==> config.mk <==
export PLATFORM = sky130hd
export DESIGN_NAME = quickq_deq_ctrl
export DESIGN_NICKNAME = d
export VERILOG_FILES = /design/src/rtl/quickq_pkg.sv /design/src/rtl/quickq_deq_ctrl.sv
export SDC_FILE = /design/constraint.sdc
export NUM_CORES = 1
export LEC_CHECK = 0
export ABC_AREA = 1
export BUFFER_PORTS_ARGS = -buffer_cell sky130_fd_sc_hd__buf_2
export CAP_MARGIN = 15
export CORE_ASPECT_RATIO = 1.25
export CORE_MARGIN = 2
export CORE_UTILIZATION = 45
export CTS_BUF_LIST = sky130_fd_sc_hd__clkbuf_4 sky130_fd_sc_hd__clkbuf_8
export DETAILED_ROUTE_END_ITERATION = 7
export PLACE_DENSITY = 0.81
export SETUP_SLACK_MARGIN = 0.05
export SYNTH_ARGS = -nofsm -noshare
export SYNTH_HDL_FRONTEND = slang
export SYNTH_SLANG_ARGS = --single-unit
==> constraint.sdc <==
create_clock -name clk -period 1.3 [get_ports clk]
set_input_delay 0.13 -clock clk [delete_from_list [all_inputs] [get_ports clk]]
set_output_delay 0.13 -clock clk [all_outputs]
set_load 0.05 [all_outputs]
==> src/rtl/quickq_pkg.sv <==
// rtl/quickq_pkg.sv - shared widths, typedefs and dequeue FSM encoding for the quickq priority queue
package quickq_pkg;
  localparam int KEY_W = 16;
  localparam int DEPTH = 16;

  typedef logic [$clog2(DEPTH)-1:0]   addr_t;
  typedef logic [$clog2(DEPTH+1)-1:0] count_t;

  // One-hot dequeue states
  typedef logic [6:0] deq_state_t;
  localparam deq_state_t S_IDLE     = 7'b0000001;
  localparam deq_state_t S_RD_HEAD  = 7'b0000010;
  localparam deq_state_t S_LATCH    = 7'b0000100;
  localparam deq_state_t S_PRESENT  = 7'b0001000;
  localparam deq_state_t S_SHIFT_RD = 7'b0010000;
  localparam deq_state_t S_SHIFT_WR = 7'b0100000;
  localparam deq_state_t S_DONE     = 7'b1000000;
endpackage

==> src/rtl/quickq_deq_ctrl.sv <==
// rtl/quickq_deq_ctrl.sv - dequeue FSM: presents the sorted-RAM head, then shifts the tail down one slot
// Optional non-destructive head read enabled by QQ_DEQ_PEEK_EN.
module quickq_deq_ctrl #(
  parameter int KEY_W = 16,
  parameter int DEPTH = 16
) (
  input  logic                       clk,
  input  logic                       rst,
  input  logic                       deq_req,
`ifdef QQ_DEQ_PEEK_EN
  input  logic                       peek_req,
`endif
  input  logic [$clog2(DEPTH+1)-1:0] count,
  output logic [$clog2(DEPTH)-1:0]   mem_addr,
  output logic                       mem_we,
  output logic [KEY_W-1:0]           mem_wdata,
  input  logic [KEY_W-1:0]           mem_rdata,
  output logic                       out_valid,
  input  logic                       out_ready,
  output logic [KEY_W-1:0]           out_data,
  output logic                       busy,
  output logic                       dec,
  output logic                       empty_err
);
  import quickq_pkg::*;

  localparam int AW = $clog2(DEPTH);
  localparam int CW = $clog2(DEPTH+1);

  deq_state_t    state;
  logic [AW-1:0] idx;
  logic [CW-1:0] cnt_q;
  logic          any_req;
  logic          start_deq;
  logic          start_peek;
  logic          last_shift;
  logic          peek_q;

  assign start_deq  = deq_req && (count != '0);
`ifdef QQ_DEQ_PEEK_EN
  assign any_req    = deq_req || peek_req;
  assign start_peek = peek_req && !deq_req && (count != '0);
`else
  assign any_req    = deq_req;
  assign start_peek = 1'b0;
`endif
  // Last move copies entry cnt_q-1 into slot cnt_q-2
  assign last_shift = (CW'(idx) == cnt_q - CW'(1));

  always_ff @(posedge clk or posedge rst) begin
    if (rst) begin
      state    <= S_IDLE;
      idx      <= '0;
      cnt_q    <= '0;
      out_data <= '0;
      peek_q   <= 1'b0;
    end else begin
      case (state)
        S_IDLE: begin
          if (start_deq || start_peek) begin
            cnt_q  <= count;
            peek_q <= start_peek;
            state  <= S_RD_HEAD;
          end
        end
        S_RD_HEAD: state <= S_LATCH;
        S_LATCH: begin
          out_data <= mem_rdata;
          state    <= S_PRESENT;
        end
        S_PRESENT: begin
          if (out_ready) begin
            if (peek_q) begin
              state <= S_IDLE;
            end else if (cnt_q == CW'(1)) begin
              state <= S_DONE;
            end else begin
              idx   <= AW'(1);
              state <= S_SHIFT_RD;
            end
          end
        end
        S_SHIFT_RD: state <= S_SHIFT_WR;
        S_SHIFT_WR: begin
          idx   <= idx + AW'(1);
          state <= last_shift ? S_DONE : S_SHIFT_RD;
        end
        S_DONE:  state <= S_IDLE;
        default: state <= S_IDLE;
      endcase
    end
  end

  always_comb begin
    mem_addr  = '0;
    mem_we    = 1'b0;
    mem_wdata = '0;
    case (state)
      S_SHIFT_RD: mem_addr = idx;
      S_SHIFT_WR: begin
        mem_addr  = idx - AW'(1);
        mem_we    = 1'b1;
        mem_wdata = mem_rdata;
      end
      default: ;
    endcase
  end

  assign out_valid = (state == S_PRESENT);
  assign busy      = (state != S_IDLE);
  assign dec       = (state == S_DONE);
  assign empty_err = !rst && (state == S_IDLE) && any_req && (count == '0);
endmodule

### Word-level counts from Yosys, hierarchy flattened

Index checks and enable logic that the tools add are counted.

* output and inout port bits: 41
* register bits after elaboration: 32
* logic and storage cells: 42

* equal/unequal tests: 13
* $add $sub $neg: 3
* muxes and demuxes: 11
* reductions and logical operators: 11

Operators by type and width (number)
* one-hot mux 7 bit (6 select lines): 1
* two-way mux 7 bit: 4
* two-way mux 16 bit: 1
* one-hot mux 4 bit (2 select lines): 2
* two-way mux 4 bit: 2
* == test 7 x 1 -> 1 bit, second input constant: 1
* == test 7 x 2 -> 1 bit, second input constant: 1
* == test 7 x 3 -> 1 bit, second input constant: 1
* == test 7 x 4 -> 1 bit, second input constant: 1
* == test 7 x 5 -> 1 bit, second input constant: 1
* == test 7 x 6 -> 1 bit, second input constant: 1
* == test 7 bit, second input constant: 1
* inequality test 7 x 1 -> 1 bit, second input constant: 1
* == test 4 x 5 -> 1 bit: 1
* == test 5 x 1 -> 1 bit, second input constant: 1
* logical NOT 5 bit: 1
* nonzero test 5 bit: 1
* subtractor 5 x 1 -> 5 bit, second input constant: 1
* adder 4 x 1 -> 4 bit, second input constant: 1
* logical AND 1 bit: 4
* inequality test 2 bit, second input constant: 2
* AND reduction 2 bit: 2
* subtractor 4 x 1 -> 4 bit, second input constant: 1
* AND reduction 3 bit: 1
* other kinds (4): 4

### Logic depth before layout (Yosys ltp)

Gate-level depths: netlist of run 1.

* word-level depth: 4
* depth in mapped cells: 10
* gate-level depth less buffers: 10

### Worst setup path after synthesis of run 1

No wires, ideal clock.

* path type: flip-flop to output port
* start: register state[3]
* end: output mem_addr[2]
* data arrival time: 2.192 ns
* path slack: -1.022 ns
* stages on the path, launching flop included: 6
* path buffers: 0
* required time: 1.170 ns
* path through: dfrtp_1 > nor2_4 > nand2_4 > nor2_8 > inv_2 > o32ai_1

* word-level cells in the longest chain between the ends: 2
* elaborated cells between the ends (all ways): 3

RTL lines
* from (decl): line quickq_deq_ctrl.sv:30 `deq_state_t state;`
* from (signal assigned): line quickq_deq_ctrl.sv:86 `state <= last_shift ? S_DONE : S_SHIFT_RD;`
* == test 7 x 6 -> 1 bit / == test 7 x 5 -> 1 bit (equally long branches): line quickq_deq_ctrl.sv:98 `case (state)`
* one-hot mux 4 bit (2 select lines) (*): line quickq_deq_ctrl.sv:98
* to (decl): line quickq_deq_ctrl.sv:14 `output logic [$clog2(DEPTH)-1:0] mem_addr,`

Mark *: on every way between the ends. The rest lies on a longest branch, timed or not.

### Worst setup path after layout of run 1

* start: register state[2]
* end: output mem_wdata[15]

* word-level cells in the longest chain between the ends: 2

RTL lines
* == test 7 x 6 -> 1 bit: line quickq_deq_ctrl.sv:98
* two-way mux 16 bit: line quickq_deq_ctrl.sv:98
* to (decl): line quickq_deq_ctrl.sv:16 `output logic [KEY_W-1:0] mem_wdata,`

No other way between the ends.

==> metrics.txt, run 1 <==
result of the run finished with violations; violated checks hold timing, setup timing; post-layout worst setup margin -0.4290 ns; Antenna Diode Count 0; global route total overflow 0; Crit-path slowest cell sky130_fd_sc_hd__dfrtp_1; total routed wirelength 7022 um; vias post-DR 2180; H-tree Lvls 2; pre-CTS setup slack -0.1719 ns; slew at the pin with the worst max-slew slack 0.4441 ns; maximum number of buffers from clock root to sink 2; number of storage elements in the synthesis netlist 32; clock tree from TritonCTS yes; clock slew at the register clock pins of the worst setup and hold paths approximately 0.070 ns; most common cell after layout, fill and taps aside sky130_fd_sc_hd__nand2_1; Final Max Slew Viols 0; vias in the first global route approximately 2400; fraction of power consumed by sequential logic between 20% and 30%; Num CTS Buffers 5; Cell Chain, Critical Path nor2_4, nand2_4, nor2_8, inv_8, buf_4, nor2_4, buf_8; most used cells in the layout excluding fill and tap cells 52 x sky130_fd_sc_hd__nand2_1, 40 x sky130_fd_sc_hd__buf_2, 38 x sky130_fd_sc_hd__buf_4, 34 x sky130_fd_sc_hd__inv_1, 31 x sky130_fd_sc_hd__dfrtp_1; clock share of power roughly 15%; iteration-0 DRC count of the detailed router 81; power per cell area 2163 mW/mm^2; Cell Rows 26; DRC violations left 0; Gate Count Post-Synth ~240; synthesized area divided by synthesized cell count 7.771 um^2; synthesized area 0.001881 mm^2; Die W 61.82 um; CP Data Required Time 1.17 ns; final net count 385; share of the clock period used by the worst path 133.0%; die height ~76 um; count of buffers from port buffering 65; maximum number of pins on one net before global-route repair 33; clock insertion delay at the later pin of the skew report 0.29 ns; part of the power in combinational logic 59.7%; final std cells w/o fill 413; placeable core area 0.004066 mm^2; CTS root buf sky130_fd_sc_hd__clkbuf_8; IO Count 66; unrepaired setup endpoints after global routing yes; critical path class reg2out; family with the most delay on the worst path simple AND/OR/NAND/NOR gates; part of the Yosys area used for sequential elements 42.65%; highest ir drop seen on vdd 1.821 mV; Arr. time, crit path roughly 1.6 ns; HPWL after DPL 3702 um; post-synthesis to final-layout area growth 75.38%; maxcap violations 0; global-route total usage across every layer 30.69%; cell with the most instances on the worst path sky130_fd_sc_hd__nor2_4; CTS Sinks 32; Synth warnings 0; total of endpoints with negative setup slack in the final report 55; max-slew headroom at the worst pin 70.39%; RD Place Congestion 0.8760; CP Launch Type register; antenna violations before repair 0; via-per-instance ratio ~5.3; hold crit path type in2async; average wire length per cell after detail routing between 15 and 20 um; crit path max fanout 8; switching power share of the total 49.60%; Net Switching 0.003538 W; Syn Nets 271; Yosys cell types 28; share of post-route cells with drive strength above 1 52.66%; worst slack on hold paths -0.005443 ns; minimum clock period after layout 1.729 ns; die area 0.004715 mm^2; Crit path buffers/inverters 3; effective utilization at floorplan 46.25%; Hold Vio Cnt, Final 5; DRT antenna net count 0; standby leakage power 1.711 nW; cell internal pwr about 0.0036 W; Initial DRT Pass Iterations 4; f_max 578.4 MHz; first-pass GRT wire length between 10000 and 15000 um; # placed instances just under 400; hold buffer count at cts 0; maximum single-stage delay on the critical path approximately 0.41 ns; Clock Skews 0.005119 ns; crit end category output pin
[area by class of cell]
| type | instances | area, um^2 |
|---|---|---|
| clock buffers | 7 | 96.34 |
| clock inverters | 1 | 30.03 |
| fillers | 235 | 768.2 |
| inverters | 44 | 183.9 |
| multi-input cells | 161 | 1127 |
| flip-flops and latches | 32 | 802.0 |
| well taps | 56 | 70.07 |
| repair buffers | 112 | 988.4 |
[routing by layer]
metal / up-vias / global-route usage [%] / wire length (um)
met3: 34 / 6.452 / 518
met5: - / 0 / 0
met1: 1034 / 32.38 / 2298
met2: 132 / 55.37 / 3865
li1: 980 / - / -
met4: 0 / 12.98 / 339
[cell families (layout without fill, tap and decap cells)]
family                   after synthesis  after routing  share of synthesized area [%]
buffers and inverters                 49            164                          11.38
AND/OR/NAND/NOR                      123            123                          32.80
flip-flops                            32             32                          42.65
adder cells (fa/ha/maj)                4              4                          2.661
AO/OA/AOI/OAI                         34             34                          10.51
[worst reg2reg max path, delay by kind of cell (launching register included)]
kind,cells,cell delay (ns)
AND/OR/NAND/NOR,6,0.59
buffers and inverters,4,0.43
flip-flops,1,0.41
AO/OA/AOI/OAI,1,0.03
[registers in the layout, summed over array words and instances, names as in the netlist]
register and cells:
idx 4, cnt_q 5, state 7, out_data 16
[per-stage QoR]
stage | cell area, um^2 | setup TNS (ns) | total power, W | utilization, % | hold slack (ns)
after global routing | 3298 | -18.61 | 0.007445 | 81.11 | 0.01543
after floorplan | 2098 | -5.405 | 0.004201 | - | 0.06226
after CTS | 3217 | -13.29 | 0.006705 | 79.11 | 0.0006471
after detailed placement | 2761 | -4.414 | 0.005366 | 67.91 | 0.3004
final | 3298 | -14.18 | 0.007133 | 81.11 | -0.005443
after global placement | 2761 | -3.068 | 0.005227 | 67.91 | 0.2872
[path summary, 6_finish.rpt]
kind / startpoint / endpoint / slack [ns] / depth (start not counted)
max reg2reg: state[2]$_DFFE_PP0P_ / state[6]$_DFFE_PP0P_ / -0.25 / 11
min in group clk: count[4] / cnt_q[4]$_DFFE_PP0P_ / 0.08 / 3
min reg2reg: out_data[12]$_DFFE_PP0N_ / out_data[12]$_DFFE_PP0N_ / 0.50 / 2
max: state[2]$_DFFE_PP0P_ / mem_wdata[15] / -0.43 / 7
min: rst / cnt_q[2]$_DFFE_PP0P_ / -0.005 / 3
max in group asynchronous: rst / state[0]$_DFFE_PP1P_ / 0.96 / 3
[cell usage after synthesis]
cell type	number	area (um^2)
sky130_fd_sc_hd__nor2_4	4	45.04
sky130_fd_sc_hd__o31ai_1	1	7.510
sky130_fd_sc_hd__clkinv_4	1	8.760
sky130_fd_sc_hd__nand3_1	11	55.05
sky130_fd_sc_hd__nand3_2	3	30.03
sky130_fd_sc_hd__inv_1	37	138.9
sky130_fd_sc_hd__nand2_2	2	12.51
sky130_fd_sc_hd__o21ai_1	20	100.1
sky130_fd_sc_hd__inv_2	6	22.52
sky130_fd_sc_hd__nand3_4	3	52.55
sky130_fd_sc_hd__o21bai_1	1	7.510
sky130_fd_sc_hd__o21ai_0	2	10.01
sky130_fd_sc_hd__nand2_4	1	11.26
sky130_fd_sc_hd__nand4_1	3	18.77
sky130_fd_sc_hd__buf_2	2	10.01
sky130_fd_sc_hd__nor2_1	31	116.4
sky130_fd_sc_hd__a21oi_2	3	26.28
sky130_fd_sc_hd__ha_1	4	50.05
sky130_fd_sc_hd__nor4_1	1	6.260
sky130_fd_sc_hd__o32ai_1	1	8.760
sky130_fd_sc_hd__buf_6	3	33.78
sky130_fd_sc_hd__nor2_8	1	20.02
sky130_fd_sc_hd__nand2_1	58	217.7
sky130_fd_sc_hd__nor2_2	5	31.28
sky130_fd_sc_hd__a21oi_1	5	25.02
sky130_fd_sc_hd__dfrtp_1	31	775.7
sky130_fd_sc_hd__o22ai_2	1	12.51
sky130_fd_sc_hd__dfstp_2	1	26.28
[power by group through the flow]
stage          registers, W  clock network, W  logic, W
4_1_cts             0.00172           0.00106   0.00392
5_1_grt             0.00184           0.00110   0.00451
3_5_place_dp        0.00173                 0   0.00363
3_3_place_gp        0.00172                 0   0.00351
6_report            0.00181           0.00106   0.00426
2_1_floorplan       0.00264                 0   0.00156
[what timing repair did]
| action | 4_1_cts | 5_1_grt |
|---|---|---|
| resized for setup | 61 | 18 |
| endpoints found under the setup margin | 55 | 55 |
| pin swaps | 2 | 5 |
| setup buffers | 5 | 1 |
| hold endpoints to repair | 0 | 0 |
| cloned | 3 | 0 |
No activity file was read; power rests on OpenSTA's default activity.
==> inputs of run 2 (changes only) <==
- PLACE_DENSITY: 0.81 -> 0.73
- clock period: 1.3 -> 2.03 ns (I/O delays scaled with it)
==> run 2 against run 1 <==
Compared with the run above:
- the flow now finishes without violations
- cell area down 25%
- largest cell class unchanged
- wire length is 40% lower
- highest routed layer unchanged
- combinational power down 55%
- critical endpoint is now mem_addr[3]
- flip-flop and latch count is the same
- die area did not move
- worst setup slack improved by 0.57 ns
- sequential share of layout area increased by 8.3 points
- clock-buffer cell count shrank 2
==> metrics.txt, run 2 (synthesis results as in run 1) <==
f_max roughly 530 MHz; CTS Sinks 32; Crit path buffers/inverters 2; count of buffers from port buffering 65; hold crit path type in2async; minimum clock period after layout 1.893 ns; DRT antenna net count 0; standby leakage power about 1.4 nW; die area 0.004715 mm^2; Net Switching 0.001842 W; global route total overflow 0; terminus of the critical flop-to-flop path state[4]$_DFFE_PP0P_; vias post-DR 1745; critical path class reg2out; placeable core area 0.004066 mm^2; worst-case reg-to-reg path depth 9; Layout Cell Area excl Fill 0.002460 mm^2; share of the clock period used by the worst path 93.24%; vias in the first global route 1488; slew at the pin with the worst max-slew slack 0.5088 ns; most used cells in the layout excluding fill and tap cells 58 x sky130_fd_sc_hd__nand2_1, 54 x sky130_fd_sc_hd__buf_2, 37 x sky130_fd_sc_hd__inv_1, 30 x sky130_fd_sc_hd__dfrtp_1, 25 x sky130_fd_sc_hd__nor2_1; part of the power in combinational logic a little over half; total routed wirelength roughly 4200 um; Antenna Diode Count 0; flip-flop count of the largest register after layout 16; switching power share of the total approximately half; register with the highest flop count out_data; Arr. time, crit path ~1.7 ns; highest ir drop seen on vdd 0.5359 mV; largest registers out_data (16), state (7), cnt_q (5); crit end category output pin; global-route total usage across every layer 18.07%; effective utilization at floorplan 46.25%; clock slew at the register clock pins of the worst setup and hold paths 0.07 ns; clock share of power 16.5%; Num CTS Buffers 5; DRC violations left 0; maximum single-stage delay on the critical path 0.41 ns; clock insertion delay at the later pin of the skew report 0.28 ns; share of post-route cells with drive strength above 1 roughly 37%; iteration-0 DRC count of the detailed router 127; RD Place Congestion around 0.8; Hold Vio Cnt, Final 0; Clock Skews 0.002916 ns; post-synthesis to final-layout area growth 30.81%; antenna violations before repair 0; maximum number of pins on one net before global-route repair 34; cell internal pwr around 0.0018 W; IO Count 66; final net count roughly 340; Die W 61.82 um; max-slew headroom at the worst pin approximately 66%; Placement Cell Area roughly 0.0023 mm^2; Cell Chain, Critical Path nor2_4, nand2_4, nor2_8, buf_4, nand3_1, o21ai_1, clkbuf_4; maximum number of buffers from clock root to sink 2; result of the run finished clean; HPWL after DPL 3045 um; H-tree Lvls 2; average wire length per cell after detail routing around 11 um; CTS root buf sky130_fd_sc_hd__clkbuf_8; Cell Rows 26; total of endpoints with negative setup slack in the final report 0; aggregate negative setup slack 0 ns; Initial DRT Pass Iterations 4; hold buffer count at cts 0; maxcap violations 0; flop-to-flop setup slack around 0.55 ns; clock tree from TritonCTS yes; CP Data Required Time 1.83 ns; fraction of power consumed by sequential logic between 30% and 40%; power per cell area 1480 mW/mm^2; most common cell after layout, fill and taps aside sky130_fd_sc_hd__nand2_1; source of the worst register-to-register timing path cnt_q[0]$_DFFE_PP0P_; via-per-instance ratio between 4 and 5; Final Max Slew Viols 0; die height 76.28 um; CP Launch Type register; first-pass GRT wire length 6458 um; family with the most delay on the worst path simple AND/OR/NAND/NOR gates; crit path max fanout 6; unrepaired setup endpoints after global routing no; Crit-path slowest cell sky130_fd_sc_hd__dfrtp_1
## run 2: changes by cell type in the layout (fill, tap and decap cells not counted), moves of 3 or more
cell,delta
sky130_fd_sc_hd__buf_4,-31
sky130_fd_sc_hd__nor2_2,+7
sky130_fd_sc_hd__buf_6,-13
sky130_fd_sc_hd__nand2_1,+6
sky130_fd_sc_hd__inv_1,+3
sky130_fd_sc_hd__nor2_4,-20
sky130_fd_sc_hd__nor2_1,+13
sky130_fd_sc_hd__buf_2,+14
sky130_fd_sc_hd__buf_12,-5
sky130_fd_sc_hd__nand2_2,-5
sky130_fd_sc_hd__nand3_1,+3
sky130_fd_sc_hd__buf_8,-6
sky130_fd_sc_hd__nand3_2,-3
## run 2: tightest hold or removal path, delay by kind of cell
kind                   cells  cell delay, ns
buffers and inverters      3            0.52
## run 2: cell type report
cell class                      instances  area [um^2]
Multi-Input combinational cell        161        893.4
Tap cell                               56        70.07
Sequential cell                        32        803.3
Timing Repair Buffer                   69        409.1
Fill cell                             352         1607
Clock inverter                          3        42.54
Clock buffer                            5        68.82
Inverter                               44        172.7
## run 2: how the worst max path moves through the flow
stage	startpoint	endpoint	slack (ns)	depth (start not counted)
finish	state[2]$_DFFE_PP0P_	mem_addr[3]	0.14	7
global route	state[2]$_DFFE_PP0P_	mem_addr[2]	0.05	6
CTS	state[3]$_DFFE_PP0P_	mem_wdata[6]	0.05	7
detailed placement	state[3]$_DFFE_PP0P_	mem_wdata[6]	0.32	7
global placement	state[3]$_DFFE_PP0P_	mem_addr[2]	0.38	6
floorplan	state[3]$_DFFE_PP0P_	mem_wdata[10]	0.03	6
## run 2: metal layers
layer  GRT usage [%]  routed length, um  vias to the layer above
met5               0                  0                        -
met4           5.745                 53                        0
met3           4.414                269                        6
met2           30.63               2101                       65
met1           21.65               1815                      776
li1                -                  -                      898
## run 2: what timing repair did
item | CTS | global route
resized for setup | 10 | 17
pin swaps | 0 | 2
buffers inserted | 0 | 2
setup endpoints to repair | 10 | 13
## run 2: through the flow
step	power (W)	setup WS (ns)	instances	hold WS, ns	util [%]
after floorplan	0.002642	0.02862	242	0.3240	-
after detailed placement	0.003039	0.3165	360	0.3443	55.60
final	0.003642	0.1373	370	0.02014	60.49
after CTS	0.003649	0.04967	368	0.03792	58.95
after global placement	0.003000	0.3770	360	0.3349	55.60
after global routing	0.003913	0.04995	370	0.06484	60.49
## run 2: power groups by stage
stage          Clock (W)  Combinational, W  Sequential [W]
2_1_floorplan          0          0.000956         0.00169
3_3_place_gp           0           0.00188         0.00112
3_5_place_dp           0           0.00191         0.00113
4_1_cts         0.000614           0.00191         0.00112
5_1_grt         0.000642           0.00211         0.00116
6_report        0.000601           0.00192         0.00112
==> inputs of run 3 (changes only) <==
- CORE_MARGIN: 2 -> 8
- CTS_BUF_LIST: sky130_fd_sc_hd__clkbuf_4 sky130_fd_sc_hd__clkbuf_8 -> not set
- CTS_CLUSTER_DIAMETER: not set -> 40
==> run 3 against run 2 <==
Compared with the run above:
- first-iteration DRC count shrank 80%
- non-clock buffer count decreased by 3
- flip-flop and latch count is the same
- maximum frequency grew 0.33%
- clock-buffer cell count increased by 3
- critical path type unchanged
==> metrics.txt, run 3 (synthesis results as in run 1) <==
result of the run finished clean; H-tree Lvls 2; RD Place Congestion 0.8407; f_max around 530 MHz; Arr. time, crit path 1.68 ns; critical path class reg2out; placeable core area 0.004066 mm^2; max-slew headroom at the worst pin 66.61%; CTS root buf sky130_fd_sc_hd__clkbuf_8; aggregate negative setup slack 0 ns; global route total overflow 0; most used cells in the layout excluding fill and tap cells 62 x sky130_fd_sc_hd__buf_2, 58 x sky130_fd_sc_hd__nand2_1, 37 x sky130_fd_sc_hd__inv_1, 31 x sky130_fd_sc_hd__nor2_1, 31 x sky130_fd_sc_hd__dfrtp_1; antenna violations before repair 0; via-per-instance ratio around 4.7; minimum clock period after layout roughly 1.9 ns; total routed wirelength 4319 um; effective utilization at floorplan a little under half; vias post-DR about 1700; share of the clock period used by the worst path 92.93%; unrepaired setup endpoints after global routing yes; share of post-route cells with drive strength above 1 33.76%; source of the worst register-to-register timing path cnt_q[0]$_DFFE_PP0P_; clock slew at the register clock pins of the worst setup and hold paths 0.07 ns; maximum number of buffers from clock root to sink 2; largest registers out_data (16), state (7), cnt_q (5); slew at the pin with the worst max-slew slack 0.5001 ns; critical path startpoint state[3]$_DFFE_PP0P_; average wire length per cell after detail routing between 10 and 15 um; Initial DRT Pass Iterations 4; final net count between 300 and 400; total of endpoints with negative setup slack in the final report 0; first-pass GRT wire length 7279 um; CP Data Required Time roughly 1.8 ns; highest ir drop seen on vdd 0.5990 mV; Clock Skews between 0.007 and 0.008 ns; Hold Vio Cnt, Final 0; die area 0.006516 mm^2; CTS Sinks 32; DRT antenna net count 0; standby leakage power 1.373 nW; Cell Rows 26; register with the highest flop count out_data; flop-to-flop setup slack 0.53 ns; clock insertion delay at the later pin of the skew report 0.28 ns; clock tree from TritonCTS yes; crit end category output pin; power per cell area roughly 1500 mW/mm^2; global-route total usage across every layer 14.43%; Placement Cell Area roughly 0.0023 mm^2; Final Max Slew Viols 0; post-synthesis to final-layout area growth 25.35%; iteration-0 DRC count of the detailed router 25; maximum number of pins on one net before global-route repair 34; Die W roughly 74 um; worst-case reg-to-reg path depth 10; capturing element of the worst setup path mem_addr[2]; count of buffers from port buffering 65; IO Count 66; vias in the first global route 1633; Antenna Diode Count 0; DRC violations left 0; Layout Cell Area excl Fill 0.002357 mm^2; flip-flop count of the largest register after layout 16; HPWL after DPL 3438 um; crit path max fanout 23; maxcap violations 0; die height 88.28 um; most common cell after layout, fill and taps aside sky130_fd_sc_hd__buf_2; terminus of the critical flop-to-flop path state[6]$_DFFE_PP0P_; CP Launch Type register; hold crit path type in2async; Num CTS Buffers 5
[run 3: cell types whose count changed in the layout (fill, tap and decap cells not counted), moves of 2 or more]
cell	previous run	this run
sky130_fd_sc_hd__nor2_1	25	31
sky130_fd_sc_hd__buf_2	54	62
sky130_fd_sc_hd__buf_6	7	1
sky130_fd_sc_hd__buf_4	7	1
sky130_fd_sc_hd__nor2_2	11	5
sky130_fd_sc_hd__clkbuf_1	0	2
[run 3: area by class of cell]
| class | instances | area [um^2] |
|---|---|---|
| sequential | 32 | 802.0 |
| timing repair buffer | 66 | 344.1 |
| inverter | 44 | 172.7 |
| tap | 56 | 70.07 |
| multi-input combinational | 161 | 878.3 |
| clock buffer | 8 | 90.09 |
| fill | 401 | 1709 |
[run 3: timing repair]
| item | 4_1_cts | 5_1_grt |
|---|---|---|
| hold buffers | 0 | 0 |
| gates resized for setup | 2 | 3 |
| pin swaps | 0 | 0 |
| setup endpoints to repair | 2 | 3 |
| setup buffers | 0 | 0 |
[run 3: report_power, final]
group / switching, W / internal (W)
sequential: 0.000207 / 0.000914
clock: 0.000218 / 0.000276
combinational: 0.00139 / 0.000514
[run 3: routing by layer]
metal,share of wire [%],wire length [um],GRT usage (%)
met5,0,0,0
met4,1.3,55,5.647
met3,11,474,5.896
met2,47,2018,24.07
met1,41,1770,15.87
[run 3: critical path, cell delays in order, from the launching register on]
cell and delay [ns]:
sky130_fd_sc_hd__dfrtp_1 0.40, sky130_fd_sc_hd__nor2_4 0.17, sky130_fd_sc_hd__nand2_4 0.10, sky130_fd_sc_hd__nor2_8 0.15, sky130_fd_sc_hd__inv_4 0.13, sky130_fd_sc_hd__o32ai_2 0.24
sky130_fd_sc_hd__buf_6 0.19
[run 3: how the worst min path moves through the flow]
stage                     slack (ns)  depth (start not counted)              endpoint      from
after CTS                       0.04                          3  cnt_q[2]$_DFFE_PP0P_       rst
after floorplan                 0.32                          2  cnt_q[0]$_DFFE_PP0P_  count[0]
final                           0.02                          3  cnt_q[1]$_DFFE_PP0P_       rst
after detailed placement        0.34                          3  cnt_q[1]$_DFFE_PP0P_       rst
after global placement          0.33                          3  cnt_q[1]$_DFFE_PP0P_       rst
after global routing            0.06                          3  cnt_q[3]$_DFFE_PP0P_       rst
[run 3: stage by stage]
step	worst slack [ns]	power [W]	utilization [%]	hold slack (ns)	std cells
global placement	0.3209	0.003013	55.42	0.3347	359
finish	0.1435	0.003516	57.97	0.01700	367
global route	0.04371	0.003811	57.97	0.06235	367
detailed placement	0.2811	0.003053	55.42	0.3439	359
floorplan	0.02862	0.002642	-	0.3240	242
CTS	0.1093	0.003557	57.75	0.03723	367
